File: src/rtl/seq_shift_add_multiplier_if.sv
// rtl/seq_shift_add_multiplier_if.sv - start/busy/done handshake and operand/result bus of the multiplier
interface seq_shift_add_multiplier_if #(
    parameter int WIDTH = 32
);
    logic               start;
    logic               signed_mode;
    logic [WIDTH-1:0]   multiplicand_in;
    logic [WIDTH-1:0]   multiplier_in;
    logic               busy;
    logic               done;
    logic [2*WIDTH-1:0] product;

    modport master (
        output start, signed_mode, multiplicand_in, multiplier_in,
        input  busy, done, product
    );

    modport slave (
        input  start, signed_mode, multiplicand_in, multiplier_in,
        output busy, done, product
    );
endinterface

File: src/rtl/seq_shift_add_multiplier.sv
// rtl/seq_shift_add_multiplier.sv - sequential shift-add multiplier, one partial product per cycle
module seq_shift_add_multiplier #(
    parameter int WIDTH     = 32,
    parameter bit SIGNED_EN = 1'b1
) (
    input  logic                        clk,
    input  logic                        rst,
    seq_shift_add_multiplier_if.slave   bus
);
    localparam int CW = $clog2(WIDTH + 1);

    typedef enum logic [1:0] {S_IDLE, S_RUN, S_FIX, S_DONE} state_t;

    state_t             state_q, state_d;
    logic [WIDTH-1:0]   mcand_q, mcand_d;
    logic [2*WIDTH:0]   work_q, work_d;
    logic [CW-1:0]      cnt_q, cnt_d;
    logic               neg_q, neg_d;
    logic [2*WIDTH-1:0] product_q, product_d;

    logic               sgn;
    logic [WIDTH-1:0]   mcand_mag, mplier_mag;
    logic [WIDTH:0]     sum;
    logic [2*WIDTH-1:0] mag;

    always_ff @(posedge clk or negedge rst) begin
        if (!rst) begin
            state_q   <= S_IDLE;
            mcand_q   <= '0;
            work_q    <= '0;
            cnt_q     <= '0;
            neg_q     <= 1'b0;
            product_q <= '0;
        end else begin
            state_q   <= state_d;
            mcand_q   <= mcand_d;
            work_q    <= work_d;
            cnt_q     <= cnt_d;
            neg_q     <= neg_d;
            product_q <= product_d;
        end
    end

    always_comb begin
        sgn        = bus.signed_mode & SIGNED_EN;
        // Magnitude of the most negative value wraps to itself, which is correct as unsigned.
        mcand_mag  = (sgn && bus.multiplicand_in[WIDTH-1]) ? -bus.multiplicand_in : bus.multiplicand_in;
        mplier_mag = (sgn && bus.multiplier_in[WIDTH-1])   ? -bus.multiplier_in   : bus.multiplier_in;
        sum        = work_q[2*WIDTH:WIDTH] + (work_q[0] ? {1'b0, mcand_q} : {(WIDTH+1){1'b0}});
        mag        = work_q[2*WIDTH-1:0];

        state_d   = state_q;
        mcand_d   = mcand_q;
        work_d    = work_q;
        cnt_d     = cnt_q;
        neg_d     = neg_q;
        product_d = product_q;

        case (state_q)
            S_IDLE: begin
                if (bus.start) begin
                    mcand_d = mcand_mag;
                    work_d  = {{(WIDTH+1){1'b0}}, mplier_mag};
                    cnt_d   = '0;
                    neg_d   = sgn & (bus.multiplicand_in[WIDTH-1] ^ bus.multiplier_in[WIDTH-1]);
                    state_d = S_RUN;
                end
            end
            S_RUN: begin
                if (cnt_q == CW'(WIDTH)) begin
                    state_d = S_FIX;
                end else begin
                    work_d = {1'b0, sum, work_q[WIDTH-1:1]};
                    cnt_d  = cnt_q + 1'b1;
                end
            end
            S_FIX: begin
                // The visible product changes only here, so it holds the old result during RUN.
                product_d = neg_q ? -mag : mag;
                state_d   = S_DONE;
            end
            S_DONE: begin
                state_d = S_IDLE;
            end
            default: begin
                state_d = S_IDLE;
            end
        endcase
    end

    assign bus.busy    = (state_q == S_RUN) || (state_q == S_FIX);
    assign bus.done    = (state_q == S_DONE);
    assign bus.product = product_q;
endmodule

File: src/flat_wrapper.sv
// flat-port wrapper written by rule: the top's interface ports become plain ports
module seq_shift_add_multiplier_flat 
#(
    parameter int WIDTH     = 32,
    parameter bit SIGNED_EN = 1'b1
)
  (clk, rst, bus_start, bus_signed_mode, bus_multiplicand_in, bus_multiplier_in, bus_busy, bus_done, bus_product);
  seq_shift_add_multiplier_if #(.WIDTH(WIDTH)) bus_i ();
  input  logic clk;
  input  logic rst;
  input wire logic [$bits(bus_i.start)-1:0] bus_start;
  input wire logic [$bits(bus_i.signed_mode)-1:0] bus_signed_mode;
  input wire logic [$bits(bus_i.multiplicand_in)-1:0] bus_multiplicand_in;
  input wire logic [$bits(bus_i.multiplier_in)-1:0] bus_multiplier_in;
  output wire logic [$bits(bus_i.busy)-1:0] bus_busy;
  output wire logic [$bits(bus_i.done)-1:0] bus_done;
  output wire logic [$bits(bus_i.product)-1:0] bus_product;
  assign bus_i.start = bus_start;
  assign bus_i.signed_mode = bus_signed_mode;
  assign bus_i.multiplicand_in = bus_multiplicand_in;
  assign bus_i.multiplier_in = bus_multiplier_in;
  assign bus_busy = bus_i.busy;
  assign bus_done = bus_i.done;
  assign bus_product = bus_i.product;
  seq_shift_add_multiplier #(.WIDTH(WIDTH), .SIGNED_EN(SIGNED_EN)) u_core (.clk(clk), .rst(rst), .bus(bus_i));
endmodule
File: config.mk
export PLATFORM = sky130hd
export DESIGN_NAME = seq_shift_add_multiplier_flat
export DESIGN_NICKNAME = d
export VERILOG_FILES = /design/src/rtl/seq_shift_add_multiplier_if.sv /design/src/rtl/seq_shift_add_multiplier.sv /design/src/flat_wrapper.sv
export SDC_FILE = /design/constraint.sdc
export NUM_CORES = 1
export LEC_CHECK = 0
export ABC_AREA = 0
export BUFFER_PORTS_ARGS = -buffer_cell sky130_fd_sc_hd__buf_2
export CAP_MARGIN = 10
export CELL_PAD_IN_SITES_DETAIL_PLACEMENT = 0
export CELL_PAD_IN_SITES_GLOBAL_PLACEMENT = 1
export CORE_MARGIN = 2
export CORE_UTILIZATION = 45
export DETAILED_ROUTE_END_ITERATION = 8
export PLACE_DENSITY = 0.8
export SYNTH_ARGS = -nofsm -noshare
export SYNTH_HDL_FRONTEND = slang
export SYNTH_SLANG_ARGS = --single-unit
File: constraint.sdc
create_clock -name clk -period 4.15 [get_ports clk]
set_clock_uncertainty 0.15 [all_clocks]
set_input_delay 0.6225 -clock clk [delete_from_list [all_inputs] [get_ports clk]]
set_output_delay 0.6225 -clock clk [all_outputs]
set_load 0.01 [all_outputs]
==> results.txt, run 1 <==
Pwr Total - 9.79 mW
sink of the worst hold path - u_core.mcand_q[1]
HP Start - bus_multiplicand_in[1]
Synth Cell Area - 11,100 um2
dpl ws - 0.722 ns
Static Leak - 5.42 nW
post-synth cell types - 67
H-tree depth - 4
Max Cap Violations - 0
leading cell type in the layout, fill and taps excluded - dfrtp_1
DR WL/cell - 16.5 um
total number of vias - 9,885
final setup TNS - 0 ns
first-pass GRT wire length - 47,900 um
EDFF count, synth - 0
grt ovf - 0
number of antenna violations at the first check in global routing - 0
post-cts sizing count - 0
RSZ-0062 raised after global routing - false
Area Growth Syn to Fin - 13.9%
antenna fix cells - 0
Clock Latency Late Sink - 0.44 ns
crit-path max FO - 9
Finished Layout Cells - 1,759
fraction of layout cells with a size suffix above 1 - 0.141
DR DRC count - 0
Final Hold Violating Endpoints - 0
Mapped Cells - 1,333
clk buf depth - 2
routed vias/inst - 5.62
WHS Path Cells - 3
Required @ worst endpoint - 4.38 ns
I/O Pins - 134
Crit-path slowest cell - or4b_2
register bit total from synthesis - 169
fin area - 12,700 um2
YS warnings - 0
number of buffers created by CTS - 17
number of global-route vias before repair - 9,089
GRT Overall Usage - 0.228
Routability Congestion - 0.888
Top FF cell, synth - dfrtp_1
final setup margin - 0.690 ns
Die Ht - 161 um
Critical Path Start Type - register
per-instance average area after synthesis - 8.35 um2
CTS tree - done
clock root buffer - clkbuf_16
Slew Viols, Final - 0
Placeable Area - 24,300 um2
critical path's top delay family - simple AND/OR/NAND/NOR gates
Hold WC Path Type - in -> reg
clk sinks - 169
Worst R2R End - u_core.work_q[49]
R2R Path Start - u_core.work_q[0]
DR pass1 iterations - 5
Final Cycle Share - 0.834
die area - 26,000 um2
Synthesized Nets - 1,443
Worst Path Arrival - 3.69 ns
placed cells - 1,726
Die W - 161 um
Seq/Total Area, Yosys - 0.380
Worst slew margin - 0.455
post-DP HPWL - 21,500 um
R2R setup slack - 0.69 ns
Final Util - 0.521
Slew @ Worst Pin - 0.818 ns
CP Cell Sequence - and2_1, ha_1, inv_1, fa_1, nor2b_1, o211ai_1, a31o_2, o211a_1, o21ai_0, buf_4, or4b_2, nand3_1
Port-buffer cells - 133
Std-Cell Rows - 57
initial DRC count - 798
Max VDD drop - 0.297 mV
largest net degree at the start of global routing - 122
Clock Pin Slew Worst Setup and Hold Paths - 0.07 ns
highest clock rate - 289 MHz
Buf/Inv on CP - 2
commonest cells after routing, fill and taps aside - dfrtp_1, a21oi_1, nor2_1
final setup vio count - 0
Cell Area, Placed - 12,100 um2
Initial Util - 0.457
worst hold slack - 0.313 ns
R2R cell count - 12
min cycle time layout - 3.46 ns
Final ANT Viol Nets - 0
Critical Path Sink Type - register
slowest stage delay, CP - 0.58 ns
final net count - 1,532
WL final - 29,000 um
async set-reset flop share out of synthesis - 1.00
Cell Pwr Density - 773 nW/um2
worst setup path category - reg -> reg
status - finished clean
fillcell total - 2,383
-- flip-flops by register name, indices dropped and copies added (netlist names) --
signal and cells:
u_core.neg_q 1, u_core.cnt_q 6, u_core.work_q 64, u_core.state_q 2, u_core.bus.product 64, u_core.mcand_q 32
-- metal layers --
layer  up-vias  global-route usage  wire length [um]
li1       4955                   -                 -
met1      4648               0.363             15300
met2       258               0.328             11800
met3        24              0.0257              1560
met4         0              0.0540               321
met5         -                   0                 0
-- worst register-to-register path, cell delays in order (launching register included) --
cell and delay (ns):
dfrtp_1 0.50, and2_1 0.19, ha_1 0.16, inv_1 0.06
fa_1 0.37, nor2b_1 0.21, o211ai_1 0.16, a31o_2 0.30
o211a_1 0.29, o21ai_0 0.17, buf_4 0.16, or4b_2 0.58
nand3_1 0.10
-- timing repair --
action	4_1_cts	5_1_grt
endpoints found under the hold margin	37	0
hold buffers	1	0
buffers inserted	0	0
-- worst max-delay path by stage --
stage	startpoint	end	slack (ns)	cells after the start
CTS	u_core.work_q[0]	u_core.work_q[49]	0.71	12
global route	u_core.work_q[0]	u_core.work_q[49]	0.52	12
detailed placement	u_core.work_q[0]	u_core.work_q[49]	0.72	12
finish	u_core.work_q[0]	u_core.work_q[49]	0.69	12
floorplan	u_core.work_q[0]	u_core.work_q[49]	0.71	12
global placement	u_core.work_q[0]	u_core.work_q[49]	0.80	12
-- synthesized netlist by cell type, drive strengths merged (3+ instances only) --
cell type | instances | share of area
dfrtp | 169 | 0.38
a21oi | 162 | 0.073
nor2 | 158 | 0.053
nand2 | 124 | 0.042
o21ai | 99 | 0.045
xor2 | 95 | 0.075
clkbuf | 65 | 0.022
o31ai | 43 | 0.030
ha | 41 | 0.046
xnor2 | 40 | 0.031
and2 | 37 | 0.021
inv | 27 | 0.0091
nand3 | 27 | 0.012
nor3 | 24 | 0.011
or4 | 24 | 0.017
or3 | 19 | 0.011
nand4 | 16 | 0.0090
o41ai | 16 | 0.013
buf | 13 | 0.0047
a31oi | 12 | 0.0067
a21o | 11 | 0.0074
nand2b | 11 | 0.0062
o221ai | 9 | 0.0071
or2 | 9 | 0.0051
mux2i | 8 | 0.0072
nor4 | 7 | 0.0039
o21a | 7 | 0.0047
nor2b | 6 | 0.0034
a211o | 4 | 0.0031
nand3b | 3 | 0.0020
o211ai | 3 | 0.0020
-- power by group --
| part | internal [mW] | leakage [nW] | switching [mW] |
|---|---|---|---|
| clock network | 0.917 | 0.290 | 0.722 |
| logic | 1.91 | 3.11 | 3.08 |
| registers | 2.42 | 2.03 | 0.729 |
| total | 5.25 | 5.42 | 4.54 |
-- cell type report --
| cell class | instances | area [um2] | share of cell area |
|---|---|---|---|
| Sequential cell | 169 | 4230 | 0.334 |
| Inverter | 28 | 105 | 0.00830 |
| Clock buffer | 18 | 439 | 0.0347 |
| Timing Repair Buffer | 148 | 812 | 0.0641 |
| Tap cell | 324 | 405 | 0.0320 |
| Clock inverter | 14 | 158 | 0.0124 |
| Multi-Input combinational cell | 1058 | 6520 | 0.515 |
-- kinds of logic after synthesis --
family                   count (synthesis)  share of synthesized area
AO/OA/AOI/OAI                          397                      0.217
XOR/XNOR                               135                      0.106
adder cells (fa/ha/maj)                 42                     0.0479
buffers and inverters                  106                     0.0361
flip-flops                             169                      0.380
multiplexers                            10                    0.00922
AND/OR/NAND/NOR                        474                      0.204
Power figures use the tool's default switching activity.
==> run 2, diff against run 1 <==
Settings changed: ABC_AREA 0 to 1, CORE_UTILIZATION 45 to 43, PLACE_DENSITY 0.8 to 0.81.
Clock period 4.15 ns to 3.35 ns, I/O delays scaled along.
==> run 2 against run 1 <==
Effect of this change: via count is 43% higher; synthesized area is 22% higher; count of clock-buffer cells in the layout is 1 lower; register-to-register slack worse by 0.26 ns; sequential cell count stayed put; routed wire length is 52% higher; first-iteration DRC count is 58% higher; maximum frequency is 19% higher; combinational power is 41% higher; die area is 27% higher; largest power group unchanged.
==> results.txt, run 2 <==
DR pass1 iterations - 5 (unchanged)
WL final - 44,100 um (was 29,000 um)
Die Ht - 182 um (was 161 um)
main area contributors after synthesis - dfrtp_1, nand2_1, nor2_1, inv_1, nand3_1 (was dfrtp_1, xor2_1, a21oi_1, nor2_1, ha_1)
largest net degree at the start of global routing - 82 (was 122)
commonest cells after routing, fill and taps aside - nand2_1, nor2_1, inv_1 (was dfrtp_1, a21oi_1, nor2_1)
number of antenna violations at the first check in global routing - 0 (unchanged)
Worst Path Arrival - 3.08 ns (was 3.69 ns)
xor/xnor share of the synthesized area - 0.0296 (was 0.106)
min cycle time layout - 2.92 ns (was 3.46 ns)
register area - 4230 um2 (unchanged)
Slew Viols, Final - 0 (unchanged)
combinational fraction of design power - 0.535 (was 0.511)
routed vias/inst - 5.17 (was 5.62)
slowest stage delay, CP - 0.36 ns (was 0.58 ns)
post-synth cell types - 49 (was 67)
Die W - 182 um (was 161 um)
Synth top cells by count - nand2_1, nor2_1, inv_1, nand3_1, dfrtp_1 (was dfrtp_1, a21oi_1, nor2_1, nand2_1, o21ai_0)
post-cts sizing count - 0 (unchanged)
most frequent CP cell - nand2_1
placed cells - 2,700 (was 1,726)
worst hold slack - 0.199 ns (was 0.313 ns)
Synth Cell Area - 13,600 um2 (was 11,100 um2)
post-DP HPWL - 34,900 um (was 21,500 um)
first-pass GRT wire length - 71,300 um (was 47,900 um)
Required @ worst endpoint - 3.51 ns (was 4.38 ns)
Max Cap Violations - 0 (unchanged)
antenna fix cells - 0 (unchanged)
final net count - 2,428 (was 1,532)
DR DRC count - 0 (unchanged)
clock root buffer - clkbuf_16 (unchanged)
Critical Path Start Type - register (unchanged)
Seq/Total Area, Yosys - 0.311 (was 0.380)
Final Hold Violating Endpoints - 0 (unchanged)
highest clock rate - 343 MHz (was 289 MHz)
grt ovf - 0 (unchanged)
initial DRC count - 1,262 (was 798)
share of the synthesized area in the top cell type - 0.311 (was 0.380)
GRT Overall Usage - 0.275 (was 0.228)
fillcell total - 3,317 (was 2,383)
Slew @ Worst Pin - 0.817 ns (was 0.818 ns)
RSZ-0062 raised after global routing - false (unchanged)
die area - 33,100 um2 (was 26,000 um2)
proportion of synthesized area in mux cells - 0 (was 0.00922)
total number of vias - 14,100 (was 9,885)
WHS Path Cells - 4 (was 3)
Top FF cell, synth - dfrtp_1 (unchanged)
Clock Pin Slew Worst Setup and Hold Paths - 0.08 ns (was 0.07 ns)
R2R Path Start - u_core.work_q[0] (unchanged)
crit-path max FO - 35 (was 9)
critical path's top delay family - simple AND/OR/NAND/NOR gates (unchanged)
Finished Layout Cells - 2,733 (was 1,759)
Routability Congestion - 0.946 (was 0.888)
async set-reset flop share out of synthesis - 1.00 (unchanged)
Max VDD drop - 0.644 mV (was 0.297 mV)
Std-Cell Rows - 65 (was 57)
I/O Pins - 134 (unchanged)
register share of total power - 0.306 (was 0.322)
net switching power - 6.80 mW (was 4.54 mW)
area of the multi-input gates - 8110 um2 (was 6520 um2)
Final Cycle Share - 0.871 (was 0.834)
Hold-fix buffers, CTS - 1 (unchanged)
Static Leak - 8.20 nW (was 5.42 nW)
most frequent cell after synthesis - nand2_1 (was dfrtp_1)
YS warnings - 0 (unchanged)
HP Start - bus_multiplicand_in[21] (was bus_multiplicand_in[1])
Area Growth Syn to Fin - 12.2% (was 13.9%)
H-tree depth - 4 (unchanged)
Worst R2R End - u_core.work_q[47] (was u_core.work_q[49])
register bit total from synthesis - 169 (unchanged)
Crit-path slowest cell - fa_1 (was or4b_2)
Buf/Inv on CP - 5 (was 2)
Hold WC Path Type - in -> reg (unchanged)
R2R cell count - 16 (was 12)
number of global-route vias before repair - 13,300 (was 9,089)
clock group share of total power - 0.160 (was 0.167)
Port-buffer cells - 133 (unchanged)
leading cell type in the layout, fill and taps excluded - nand2_1 (was dfrtp_1)
number of buffers created by CTS - 17 (unchanged)
sink of the worst hold path - u_core.mcand_q[21] (was u_core.mcand_q[1])
final setup vio count - 0 (unchanged)
Clock Latency Late Sink - 0.45 ns (was 0.44 ns)
Critical Path Sink Type - register (unchanged)
fraction of layout cells with a size suffix above 1 - 0.102 (was 0.141)
Worst slew margin - 0.455 (about the same)
final setup TNS - 0 ns (unchanged)
Initial Util - 0.434 (was 0.457)
dpl ws - 0.508 ns (was 0.722 ns)
clk buf depth - 2 (unchanged)
Synthesized Nets - 2,320 (was 1,443)
DR WL/cell - 16.1 um (was 16.5 um)
final setup margin - 0.433 ns (was 0.690 ns)
Synth area leader - dfrtp_1 (unchanged)
Post-Synth Adder-Cell Area - 0.0392 (was 0.0479)
internal power - 6.41 mW (was 5.25 mW)
sw frac - 0.515 (was 0.463)
per-instance average area after synthesis - 6.15 um2 (was 8.35 um2)
EDFF count, synth - 0 (unchanged)
largest family of logic cells by synthesized area - simple AND/OR/NAND/NOR gates (was compound AO/OA/AOI/OAI gates)
Compound-Gate Fraction of Synth Area - 0.104 (was 0.217)
Placeable Area - 31,300 um2 (was 24,300 um2)
R2R setup slack - 0.43 ns (was 0.69 ns)
status - finished clean (unchanged)
Post-Synth Simple-Gate Area - 0.423 (was 0.204)
Mapped Cells - 2,210 (was 1,333)
CTS tree - done (unchanged)
Cell Pwr Density - 866 nW/um2 (was 773 nW/um2)
worst setup path category - reg -> reg (unchanged)
clk sinks - 169 (unchanged)
Final ANT Viol Nets - 0 (unchanged)
CP Cell Sequence - buf_4, nand2_1, inv_1, ha_1, inv_1, fa_1, inv_1, nand3_1, nand3_1, nand2_1, nand2_1, inv_1, o21ai_0, nand2_1, nand2_1, o21ai_0 (was and2_1, ha_1, inv_1, fa_1, nor2b_1, o211ai_1, a31o_2, o211a_1, o21ai_0, buf_4, or4b_2, nand3_1)
Setup Fix Bufs, Post-CTS - 0 (unchanged)
-- run 2: changes by cell type after synthesis, moves of 17 or more --
cell | before | now
and2_1 | 36 | 4
inv_1 | 27 | 248
nand2_1 | 124 | 837
nand3_1 | 27 | 177
buf_2 | 3 | 20
a21oi_1 | 162 | 83
nor2_1 | 158 | 274
or4_1 | 22 | 0
xnor2_1 | 40 | 12
xor2_1 | 95 | 34
o31ai_1 | 42 | 3
or3_1 | 18 | 0
clkbuf_1 | 65 | 28
-- run 2: cells by family after synthesis --
family	count (synthesis)
buffers and inverters	316
flip-flops	169
AND/OR/NAND/NOR	1390
XOR/XNOR	46
adder cells (fa/ha/maj)	42
AO/OA/AOI/OAI	247
-- run 2: worst max-delay path by stage --
stage / from / end / slack (ns) / cells after the start
after floorplan: u_core.work_q[0] / u_core.work_q[47] / 0.87 / 17
after global placement: u_core.work_q[0] / u_core.work_q[47] / 0.65 / 16
after detailed placement: u_core.work_q[0] / u_core.work_q[47] / 0.51 / 16
after CTS: u_core.work_q[0] / u_core.work_q[47] / 0.46 / 16
after global routing: u_core.work_q[0] / u_core.work_q[47] / 0.19 / 16
final: u_core.work_q[0] / u_core.work_q[47] / 0.43 / 16
-- run 2: area by class of cell --
cell class | count | area share
Clock buffer | 17 | 0.0279
Clock inverter | 15 | 0.0130
Inverter | 255 | 0.0628
Multi-Input combinational cell | 1725 | 0.532
Sequential cell | 169 | 0.277
Tap cell | 402 | 0.0330
Timing Repair Buffer | 150 | 0.0542
-- run 2: metal layers --
layer  share of wire  global-route usage
met5               0                   0
met4           0.026              0.0823
met3           0.068              0.0419
met2            0.41               0.406
met1            0.50               0.411
-- run 2: worst min-delay path: cells and delay by family --
kind | cells | cell delay (ns)
AND/OR/NAND/NOR | 3 | 0.15
buffers and inverters | 1 | 0.10
-- run 2: power by group through the flow --
stage          clock network (mW)  registers, mW  logic [mW]
6_report                     2.11           4.04        7.06
5_1_grt                      2.24           4.15        8.07
4_1_cts                      2.16           4.00        7.06
3_5_place_dp                    0           4.04        7.02
3_3_place_gp                    0           4.02        6.93
2_1_floorplan                   0           3.81        4.95
-- run 2: stage by stage --
stage	power (mW)	instance area [um2]	utilization
floorplan	8.76	13600	-
global placement	10.9	14600	0.467
detailed placement	11.1	14600	0.467
CTS	13.2	15300	0.487
global route	14.5	15300	0.487
finish	13.2	15300	0.487
